File: config.mk
export PLATFORM = sky130hd
export DESIGN_NAME = regfile_dump_reader
export DESIGN_NICKNAME = d
export VERILOG_FILES = /design/src/rtl/regfile_dump_reader_pkg.sv /design/src/rtl/regfile_dump_reader.sv
export SDC_FILE = /design/constraint.sdc
export NUM_CORES = 1
export LEC_CHECK = 0
export CAP_MARGIN = 40
export CORE_AREA = 4 4 102 80
export CTS_CLUSTER_DIAMETER = 30
export DETAILED_ROUTE_END_ITERATION = 6
export DIE_AREA = 0 0 106 84
export GPL_TIMING_DRIVEN = 0
export SLEW_MARGIN = 30
export SYNTH_ARGS = -nofsm -noshare
export SYNTH_HDL_FRONTEND = slang
export SYNTH_SLANG_ARGS = --single-unit
File: constraint.sdc
create_clock -name CLK -period 5.8 [get_ports CLK]
set_input_delay 1.45 -clock CLK [delete_from_list [all_inputs] [get_ports CLK]]
set_output_delay 1.45 -clock CLK [all_outputs]
set_load 0.01 [all_outputs]
File: src/rtl/regfile_dump_reader_pkg.sv
`default_nettype none
// ============================================================================
// Module   : regfile_dump_reader_pkg
// Brief    : Shared widths and dump-sequencer state encodings.
// Revision : 1.0 - initial release
// ============================================================================
package regfile_dump_reader_pkg;

    // Default geometry shared with the register file so both sides agree.
    localparam int ADD_WIDTH_DEFAULT  = 5;
    localparam int DATA_WIDTH_DEFAULT = 32;

    typedef enum logic [1:0] {
        ST_IDLE  = 2'd0,
        ST_SCAN  = 2'd1,
        ST_DRAIN = 2'd2,
        ST_FIN   = 2'd3
    } state_e;

endpackage
`default_nettype wire

File: src/rtl/regfile_dump_reader.sv
`default_nettype none
// ============================================================================
// Module   : regfile_dump_reader
// Brief    : Walks a register-file address range on a spare read port and
//            streams {addr, data} beats over valid/ready.
// Revision : 1.0 - initial release
// ============================================================================
module regfile_dump_reader
    import regfile_dump_reader_pkg::*;
#(
    parameter int addWidth  = ADD_WIDTH_DEFAULT,
    parameter int dataWidth = DATA_WIDTH_DEFAULT
) (
    input  logic                 CLK,
    input  logic                 RST,
    input  logic                 START,
    input  logic                 ABORT,
    input  logic [addWidth-1:0]  FIRST,
    input  logic [addWidth-1:0]  LAST,
    output logic [addWidth-1:0]  RF_ADDR,
    input  logic [dataWidth-1:0] RF_DATA,
    output logic                 OUT_VALID,
    input  logic                 OUT_READY,
    output logic [addWidth-1:0]  OUT_ADDR,
    output logic [dataWidth-1:0] OUT_DATA,
    output logic                 BUSY,
    output logic                 DONE
);

    localparam logic [addWidth:0]   C_CNT_ONE = (addWidth+1)'(1);
    localparam logic [addWidth-1:0] C_IDX_ONE = addWidth'(1);

    state_e                 state_q,     state_d;
    logic [addWidth-1:0]    index_q,     index_d;
    logic [addWidth:0]      remaining_q, remaining_d;
    logic                   valid_q,     valid_d;
    logic [addWidth-1:0]    addr_q,      addr_d;
    logic [dataWidth-1:0]   data_q,      data_d;

    logic                   w_load;
    logic                   w_handshake;
    logic [addWidth-1:0]    w_span;

    assign w_load      = (state_q == ST_SCAN) && (!valid_q || OUT_READY);
    assign w_handshake = valid_q && OUT_READY;
    // Modular difference gives the wrapped range length minus one.
    assign w_span      = LAST - FIRST;

    always_ff @(posedge CLK) begin
        if (RST) begin
            state_q     <= ST_IDLE;
            index_q     <= '0;
            remaining_q <= '0;
            valid_q     <= 1'b0;
            addr_q      <= '0;
            data_q      <= '0;
        end else begin
            state_q     <= state_d;
            index_q     <= index_d;
            remaining_q <= remaining_d;
            valid_q     <= valid_d;
            addr_q      <= addr_d;
            data_q      <= data_d;
        end
    end

    always_comb begin
        state_d     = state_q;
        index_d     = index_q;
        remaining_d = remaining_q;
        valid_d     = valid_q;
        addr_d      = addr_q;
        data_d      = data_q;

        case (state_q)
            ST_IDLE: begin
                if (START && !ABORT) begin
                    state_d     = ST_SCAN;
                    index_d     = FIRST;
                    remaining_d = {1'b0, w_span} + C_CNT_ONE;
                end
            end
            ST_SCAN: begin
                if (ABORT) begin
                    state_d = ST_IDLE;
                    valid_d = 1'b0;
                end else if (w_load) begin
                    // A load in SCAN either fills an empty slot or replaces a beat being accepted.
                    addr_d      = index_q;
                    data_d      = RF_DATA;
                    valid_d     = 1'b1;
                    index_d     = index_q + C_IDX_ONE;
                    remaining_d = remaining_q - C_CNT_ONE;
                    if (remaining_q == C_CNT_ONE) begin
                        state_d = ST_DRAIN;
                    end
                end
            end
            ST_DRAIN: begin
                if (ABORT) begin
                    state_d = ST_IDLE;
                    valid_d = 1'b0;
                end else if (w_handshake) begin
                    state_d = ST_FIN;
                    valid_d = 1'b0;
                end
            end
            ST_FIN: begin
                state_d = ST_IDLE;
            end
            default: begin
                state_d = ST_IDLE;
                valid_d = 1'b0;
            end
        endcase
    end

    assign RF_ADDR   = index_q;
    assign OUT_VALID = valid_q;
    assign OUT_ADDR  = addr_q;
    assign OUT_DATA  = data_q;
    assign BUSY      = (state_q == ST_SCAN) || (state_q == ST_DRAIN);
    assign DONE      = (state_q == ST_FIN);

endmodule
`default_nettype wire

Yosys cells after proc, flatten, opt, wreduce, memory -nomap -nowiden:

Index checks and enable logic that the tools add are counted.

* add/subtract/negate cells: 4
* equal/unequal tests: 10
* mux-type cells: 20
* bitwise logic cells: 1
* reductions and logical operators: 14

Operators with widths (number)
* $mux W6: 3
* $mux W5: 3
* $mux W2: 6
* $pmux W6 S2: 1
* $pmux W5 S2: 1
* $pmux W2 S4: 1
* $reduce_and A4 Y1: 2
* $add A5 B1 Y6 const B: 1
* $eq A6 B1 Y1 const B: 1
* $ne A2 B2 Y1 const B: 3
* $ne A3 B3 Y1 const B: 2
* $reduce_and A3 Y1: 2
* $sub A6 B1 Y6 const B: 1
* $add A5 B1 Y5 const B: 1
* $sub A5 B5 Y5: 1
* $eq A2 B2 Y1 const B: 2
* $mux W1: 4
* $reduce_bool A2 Y1: 2
* $logic_and A1 B1 Y1: 3
* $ne A3 B2 Y1 const B: 1
* $eq A2 B1 Y1 const B: 1
* $logic_not A1 Y1: 2
* $logic_not A2 Y1: 1
* $logic_or A1 B1 Y1: 2
* 2 further kinds: 2

* register bits after elaboration: 51
* word-level logic and storage cells: 55

Depth between registers and ports, before layout:

Gate-level depths: netlist of run 1.

* word-level depth: 6
* depth in mapped cells: 9
* mapped depth without buffers: 9

Least setup slack after synthesis of run 1:

OpenSTA, ideal clock, no wires.

* path kind: input to register
* from: input port LAST[0]
* to: register remaining_q[2]
* library setup time: 65 ps
* data arrival time: 2895 ps
* data required time: 5735 ps
* setup slack: 2840 ps
* stages: 9
* path buffers: 0
* cells stage by stage: inv_1 > ha_1 > inv_1 > fa_1 > ha_1 > and2_1 > o32ai_1 > a22oi_1 > nor2_1

* cells in the longest elaborated chain, start to end: 4

RTL lines
* from (decl): RTL line regfile_dump_reader.sv:19 `input logic [addWidth-1:0] LAST,`
* $sub A5 B5 Y5: RTL line regfile_dump_reader.sv:47 `assign w_span = LAST - FIRST;`
* $add A5 B1 Y6: RTL line regfile_dump_reader.sv:80 `remaining_d = {1'b0, w_span} + C_CNT_ONE;`
* $mux W6: RTL line regfile_dump_reader.sv:77 `if (START && !ABORT) begin`
* $pmux W6 S2: RTL line regfile_dump_reader.sv:75 `case (state_q)`
* to (signal assigned): RTL line regfile_dump_reader.sv:60 `remaining_q <= remaining_d;`
* to (decl): RTL line regfile_dump_reader.sv:35 `logic [addWidth:0] remaining_q, remaining_d;`

Every way passes these cells. The select of a mux whose other input is x is not followed.
A chain may end at the register's enable or synchronous reset.

Worst setup path after layout of run 1:

* from: input port FIRST[0]
* to: register remaining_q[4]

* cells in the longest elaborated chain, start to end: 4

RTL lines
* from (decl): RTL line regfile_dump_reader.sv:18 `input logic [addWidth-1:0] FIRST,`
* $sub A5 B5 Y5: RTL line regfile_dump_reader.sv:47
* $add A5 B1 Y6: RTL line regfile_dump_reader.sv:80
* $mux W6: RTL line regfile_dump_reader.sv:77
* $pmux W6 S2: RTL line regfile_dump_reader.sv:75

Every way passes these cells. The select of a mux whose other input is x is not followed.

==> results.cfg, run 1 <==
[logic_synthesis]
synth_top_area_share_pct = 41.6
avgSynthCellArea_um2 = 8.00
synth_seq_cells = 51
syn_nets = 367
synth.area.top_cells = dfxtp_1 (42%), nand2_1 (13%), a21oi_1 (8.4%), ha_1 (6.1%), inv_1 (2.3%)
ys_async_sr_fraction_pct = 0
yosysMostFrequentCell = nand2_1
netlist_instances = 307
synth-main-ff-cell = dfxtp_1
seq_area_frac_synth_pct = 41.6
synth_common_cells = nand2_1 (87), dfxtp_1 (51), a21oi_1 (41)
synth_edf_count = 0
synth_largest_area_cell = dfxtp_1
yosysUniqueCellTypes = 48
yosysWarnings = 0
syn-cell-area_um2 = 2450

[die]
fp.dieArea_um2 = 8900
io_pins = 92
coreArea_um2 = 7160
die_w_um = 106
num_rows = 27
start_util_pct = 34.3
die_h_um = 84

[worst_setup_path]
critPathMaxStageDelay_ns = 0.50
start_kind = input pin
cp_cell_sequence = clkdlybuf4s50_1 > ha_1 > inv_1 > fa_1 > a21o_1 > a21oi_1 > xnor2_1 > a21bo_2 > a31oi_1
arrival_ns = 3.55
path_max_fanout = 3
cp-end-kind = flip-flop
reg2reg_depth = 8
r2r-start = state_q[0]$_SDFFE_PP0P_
required_ns = 6.04
critPathLaunch = FIRST[0]
critPathKind = input pin to flip-flop
crit_slowest_cell = clkdlybuf4s50_1

[clock_tree]
cts_tree = built
cts_root_buf = clkbuf_8
clk_latency_ns = 0.30
path_clk_slew_ns = 0.10
cts_buffers = 5
cts_hold_buf = 0
clock_path_buffers = 2
cts_resized = 0
post_cts_buffers = 0
htree_levels = 2
cts_sinks = 51

[global_routing]
grt_pass1_wl_mm = 11.4
antenna_found_initial = 0
grt_pass1_vias = 2325
grt_max_degree = 17
grt_usage_pct = 15.5
grt_remaining_overflow = 0

[sta]
min_period_over_period_pct = 57.2
period_needed_ns = 3.32
worst_pin_slew_ns = 0.752
finalMaxSlewViolations = 0
setup_violations = 0
fin_ws_ns = 2.48
rsz0062_at_grt = false
setup_tns_ns = 0
slew_headroom_pct = 49.4
hold_viol_final = 0
fmax_mhz = 302
fin_worst_skew_ns = 0.00753

[routing]
drc = 0
wire_per_inst_um = 13.3
drt_iter0_drc = 120
num_vias = 2346
routed_via_density = 4.64
routed_wirelength_mm = 6.72
first_pass_iters = 4
postRouteAntennaNets = 0

[worst_hold_path]
hold_path.startpoint = OUT_DATA[5]$_SDFFE_PP0P_
hp-class = flip-flop to flip-flop
whs_path_depth = 2

[layout]
fillers = 739
drive_gt1_share_pct = 7.90
n_antenna_cell = 0
area_delta_synth_final_pct = 46.4
nets = 464
final_util_pct = 50.2

[placed_design]
gp_congestion = 0.772
portBuffers = 90
hpwl_mm = 5.11
place_ws_ns = 2.17

[outcome]
status = finished, final reports clean

[pwr]
leakage_nw = 1.31
max-vdd-ir-drop_mv = 0.118
powerDensity_nw_per_um2 = 275

[job]
drv_cap = 0
-- power by group --
part	internal (W)	switching [W]	leakage, nW
clock network	0.000129	0.000122	0.0581
registers	0.000383	0.0000282	0.414
logic	0.000159	0.000167	0.836
-- state kept, by name (all words and copies together) (netlist names) --
register and count:
OUT_DATA 32, remaining_q 6, OUT_ADDR 5, RF_ADDR 5, state_q 2, OUT_VALID 1
-- stage by stage --
step | total power (W) | cell area [um^2] | hold slack (ns) | cells
floorplan | 0.000614 | 2450 | 0.481 | 307
global placement | 0.000745 | 3480 | 0.442 | 498
detailed placement | 0.000747 | 3480 | 0.446 | 498
CTS | 0.00100 | 3590 | 0.459 | 506
global route | 0.00106 | 3590 | 0.476 | 506
finish | 0.000988 | 3590 | 0.455 | 506
-- critical path, delay by kind of cell --
kind,cells,cell delay (ns)
AO/OA/AOI/OAI,4,0.76
adder cells (fa/ha/maj),2,0.56
buffers and inverters,2,0.56
XOR/XNOR,1,0.20
-- path summary, 6_finish.rpt --
path / end / slack (ns)
setup / recovery: remaining_q[4]$_SDFFE_PP0P_ / 2.48
hold reg to reg: OUT_DATA[5]$_SDFFE_PP0P_ / 0.45
hold / removal: OUT_DATA[5]$_SDFFE_PP0P_ / 0.45
setup reg to reg: remaining_q[2]$_SDFFE_PP0P_ / 3.82
-- layout make-up --
class / instances / area (um^2) / share of cell area (%)
repair buffers: 90 / 901 / 25.1
clock inverters: 3 / 43.8 / 1.22
clock buffers: 5 / 68.8 / 1.91
well taps: 101 / 126 / 3.52
plain buffers: 19 / 105 / 2.92
multi-input cells: 222 / 1270 / 35.4
flip-flops and latches: 51 / 1020 / 28.4
inverters: 15 / 56.3 / 1.57
-- per-layer routing --
metal  vias to the layer above  track usage (%)  wire length [um]
met4                         0             3.53                39
met3                         2             4.56               472
met5                         -                0                 0
met2                        70             23.7              2850
met1                      1051             21.5              3360
li1                       1223                -                 -
-- kinds of logic after synthesis --
family	share of synthesized area, %
xor gates and xnor gates	1.78
buffers and inverters	6.57
DFF	41.6
muxes	0.408
AOI/OAI and AO/OA	21.2
adders and majority gates	6.93
and+or+nand+nor	21.6
-- cell usage in the layout (no fill, tap or decap), drive strengths merged, types with 2 or more instances in the layout --
cell type	netlist	routed
a211oi	2	2
a21o	2	2
a21oi	43	43
a22oi	5	5
a311oi	2	2
a31oi	5	5
and3	2	2
buf	12	12
clkbuf	7	12
clkdlybuf4s50	0	90
clkinv	0	2
dfxtp	51	51
ha	12	12
inv	15	15
nand2	87	87
nand2b	2	2
nand3	2	2
nor2	16	16
nor2b	2	2
nor3	3	3
o21ai	7	7
o22ai	2	2
o32ai	2	2
or2	2	2
or3	2	2
xnor2	3	3
xor2	2	2
Note: power is estimated with default switching activity, not from simulation.
==> run 2: changes to the inputs <==
Settings changed: PLACE_DENSITY set to 0.67.
Clock period 5.8 ns to 2.95 ns, I/O delays scaled along.
==> run 2 against run 1 <==
Global-route usage fell by 0.27 points. Design area did not move. Total power rose by 97%. Wire length fell by 0.12%. Non-clock buffer count did not move. Worst setup slack got worse by 2.1 ns. Hold slack improved by 0.0024 ns. First-iteration DRC count fell by 38%. Sequential power rose by 96%. Largest cell class unchanged. Highest routed layer unchanged.
==> results.cfg, run 2 (same netlist as run 1, synthesis figures left out) <==
[layout]
seq_area_um2 = 1020
n_antenna_cell = 0
largest_register_ffs = 32
final_util_pct = 50.2
nets = 464
final_cells = 506
most-common-layout-cells = clkdlybuf4s50_1 (90), nand2_1 (87), dfxtp_1 (51)
drive_gt1_share_pct = 7.90
area_delta_synth_final_pct = 46.4
fillers = 730
layout_commonest_cell = clkdlybuf4s50_1
multi_input_area_um2 = 1270

[routing]
routed_via_density = 4.71
drt_iter0_drc = 75
routed_wirelength_mm = 6.71
first_pass_iters = 4
postRouteAntennaNets = 0
drc = 0
wire_per_inst_um = 13.3
num_vias = 2385

[pwr]
p_total_w = 0.00194
leakage_nw = 1.31
max-vdd-ir-drop_mv = 0.257
pwr-share-comb_pct = 33.1
sequentialPowerShare_pct = 41.7
p_int_w = 0.00132
p_switching_w = 0.000623
powerDensity_nw_per_um2 = 540
swShare_pct = 32.0
power.share.clock_pct = 25.3

[sta]
fin_worst_skew_ns = 0.0105
fmax_mhz = 389
setup_tns_ns = 0
rsz0062_at_grt = false
finalMaxSlewViolations = 0
hold_slack_ns = 0.457
setup_violations = 0
min_period_over_period_pct = 87.0
hold_viol_final = 0
period_needed_ns = 2.57
slew_headroom_pct = 60.6
worst_pin_slew_ns = 0.591

[worst_setup_path]
cp-end-kind = flip-flop
critPathMaxStageDelay_ns = 0.52
required_ns = 3.19
crit_slowest_cell = clkdlybuf4s50_1
cp_cell_sequence = clkdlybuf4s50_1 > ha_1 > inv_1 > fa_1 > a21o_1 > a21oi_1 > xnor2_1 > a21bo_2 > a31oi_1
path_buf_inv = 2
critPathKind = input pin to flip-flop
arrival_ns = 2.80
path_max_fanout = 3
start_kind = input pin
cpLargestDelayFamily = compound AO/OA/AOI/OAI gates

[outcome]
status = finished, final reports clean

[global_routing]
grt_max_degree = 17
grt_pass1_wl_mm = 11.2
grt_remaining_overflow = 0
antenna_found_initial = 0
grt_pass1_vias = 2290
grt_usage_pct = 15.2

[clock_tree]
cts_hold_buf = 0
clock_path_buffers = 2
path_clk_slew_ns = 0.09
cts_resized = 0
cts_sinks = 51
clk_latency_ns = 0.31
htree_levels = 2
post_cts_buffers = 0
cts_root_buf = clkbuf_8
cts_buffers = 5
cts_tree = built

[placed_design]
portBuffers = 90
gp_congestion = 0.845
dp_cells = 498
hpwl_mm = 5.16

[die]
io_pins = 92
fp.dieArea_um2 = 8900
start_util_pct = 34.3
num_rows = 27
die_h_um = 84
die_w_um = 106
coreArea_um2 = 7160

[job]
drv_cap = 0

[worst_hold_path]
hp-class = flip-flop to flip-flop
[run 2: final cells by class]
class | instances | share of cell area [%]
tap | 101 | 3.52
timing repair buffer | 90 | 25.1
buffer | 19 | 2.92
sequential | 51 | 28.4
clock buffer | 5 | 1.91
inverter | 15 | 1.57
multi-input combinational | 222 | 35.4
clock inverter | 3 | 1.22
[run 2: metal layers]
| layer | share of wire [%] | track usage, % | up-vias |
|---|---|---|---|
| li1 | - | - | 1228 |
| met1 | 48 | 20.6 | 1076 |
| met2 | 43 | 23.0 | 70 |
| met3 | 7.6 | 5.26 | 11 |
| met4 | 1.4 | 4.00 | 0 |
| met5 | 0 | 0 | - |
[run 2: path summary, 6_finish.rpt]
check,from,to,slack [ns],cells after the start
setup / recovery,FIRST[0],remaining_q[4]$_SDFFE_PP0P_,0.38,9
setup reg to reg,state_q[0]$_SDFFE_PP0P_,remaining_q[5]$_SDFFE_PP0P_,0.97,8
hold / removal,OUT_DATA[3]$_SDFFE_PP0P_,OUT_DATA[3]$_SDFFE_PP0P_,0.46,2
hold reg to reg,OUT_DATA[3]$_SDFFE_PP0P_,OUT_DATA[3]$_SDFFE_PP0P_,0.46,2
[run 2: per-stage QoR]
stage / cell area (um^2) / setup WS, ns
after CTS: 3590 / 0.366
final: 3590 / 0.382
after global placement: 3480 / 0.0874
after floorplan: 2450 / 0.702
after detailed placement: 3480 / 0.0507
after global routing: 3590 / 0.251
[run 2: power groups by stage]
stage | clock [W] | sequential, W | combinational (W)
3_5_place_dp | 0 | 0.000825 | 0.000642
5_1_grt | 0.000537 | 0.000819 | 0.000713
2_1_floorplan | 0 | 0.000836 | 0.000371
3_3_place_gp | 0 | 0.000822 | 0.000633
4_1_cts | 0.000509 | 0.000809 | 0.000647
6_report | 0.000491 | 0.000809 | 0.000642
[run 2: worst reg2reg max path: stages (launching register included)]
cell       delay, ns
dfxtp_1         0.39
inv_1           0.09
ha_1            0.26
nor2b_1         0.19
a2111oi_4       0.40
buf_6           0.21
o21ai_1         0.07
a32oi_1         0.16
a21oi_1         0.08
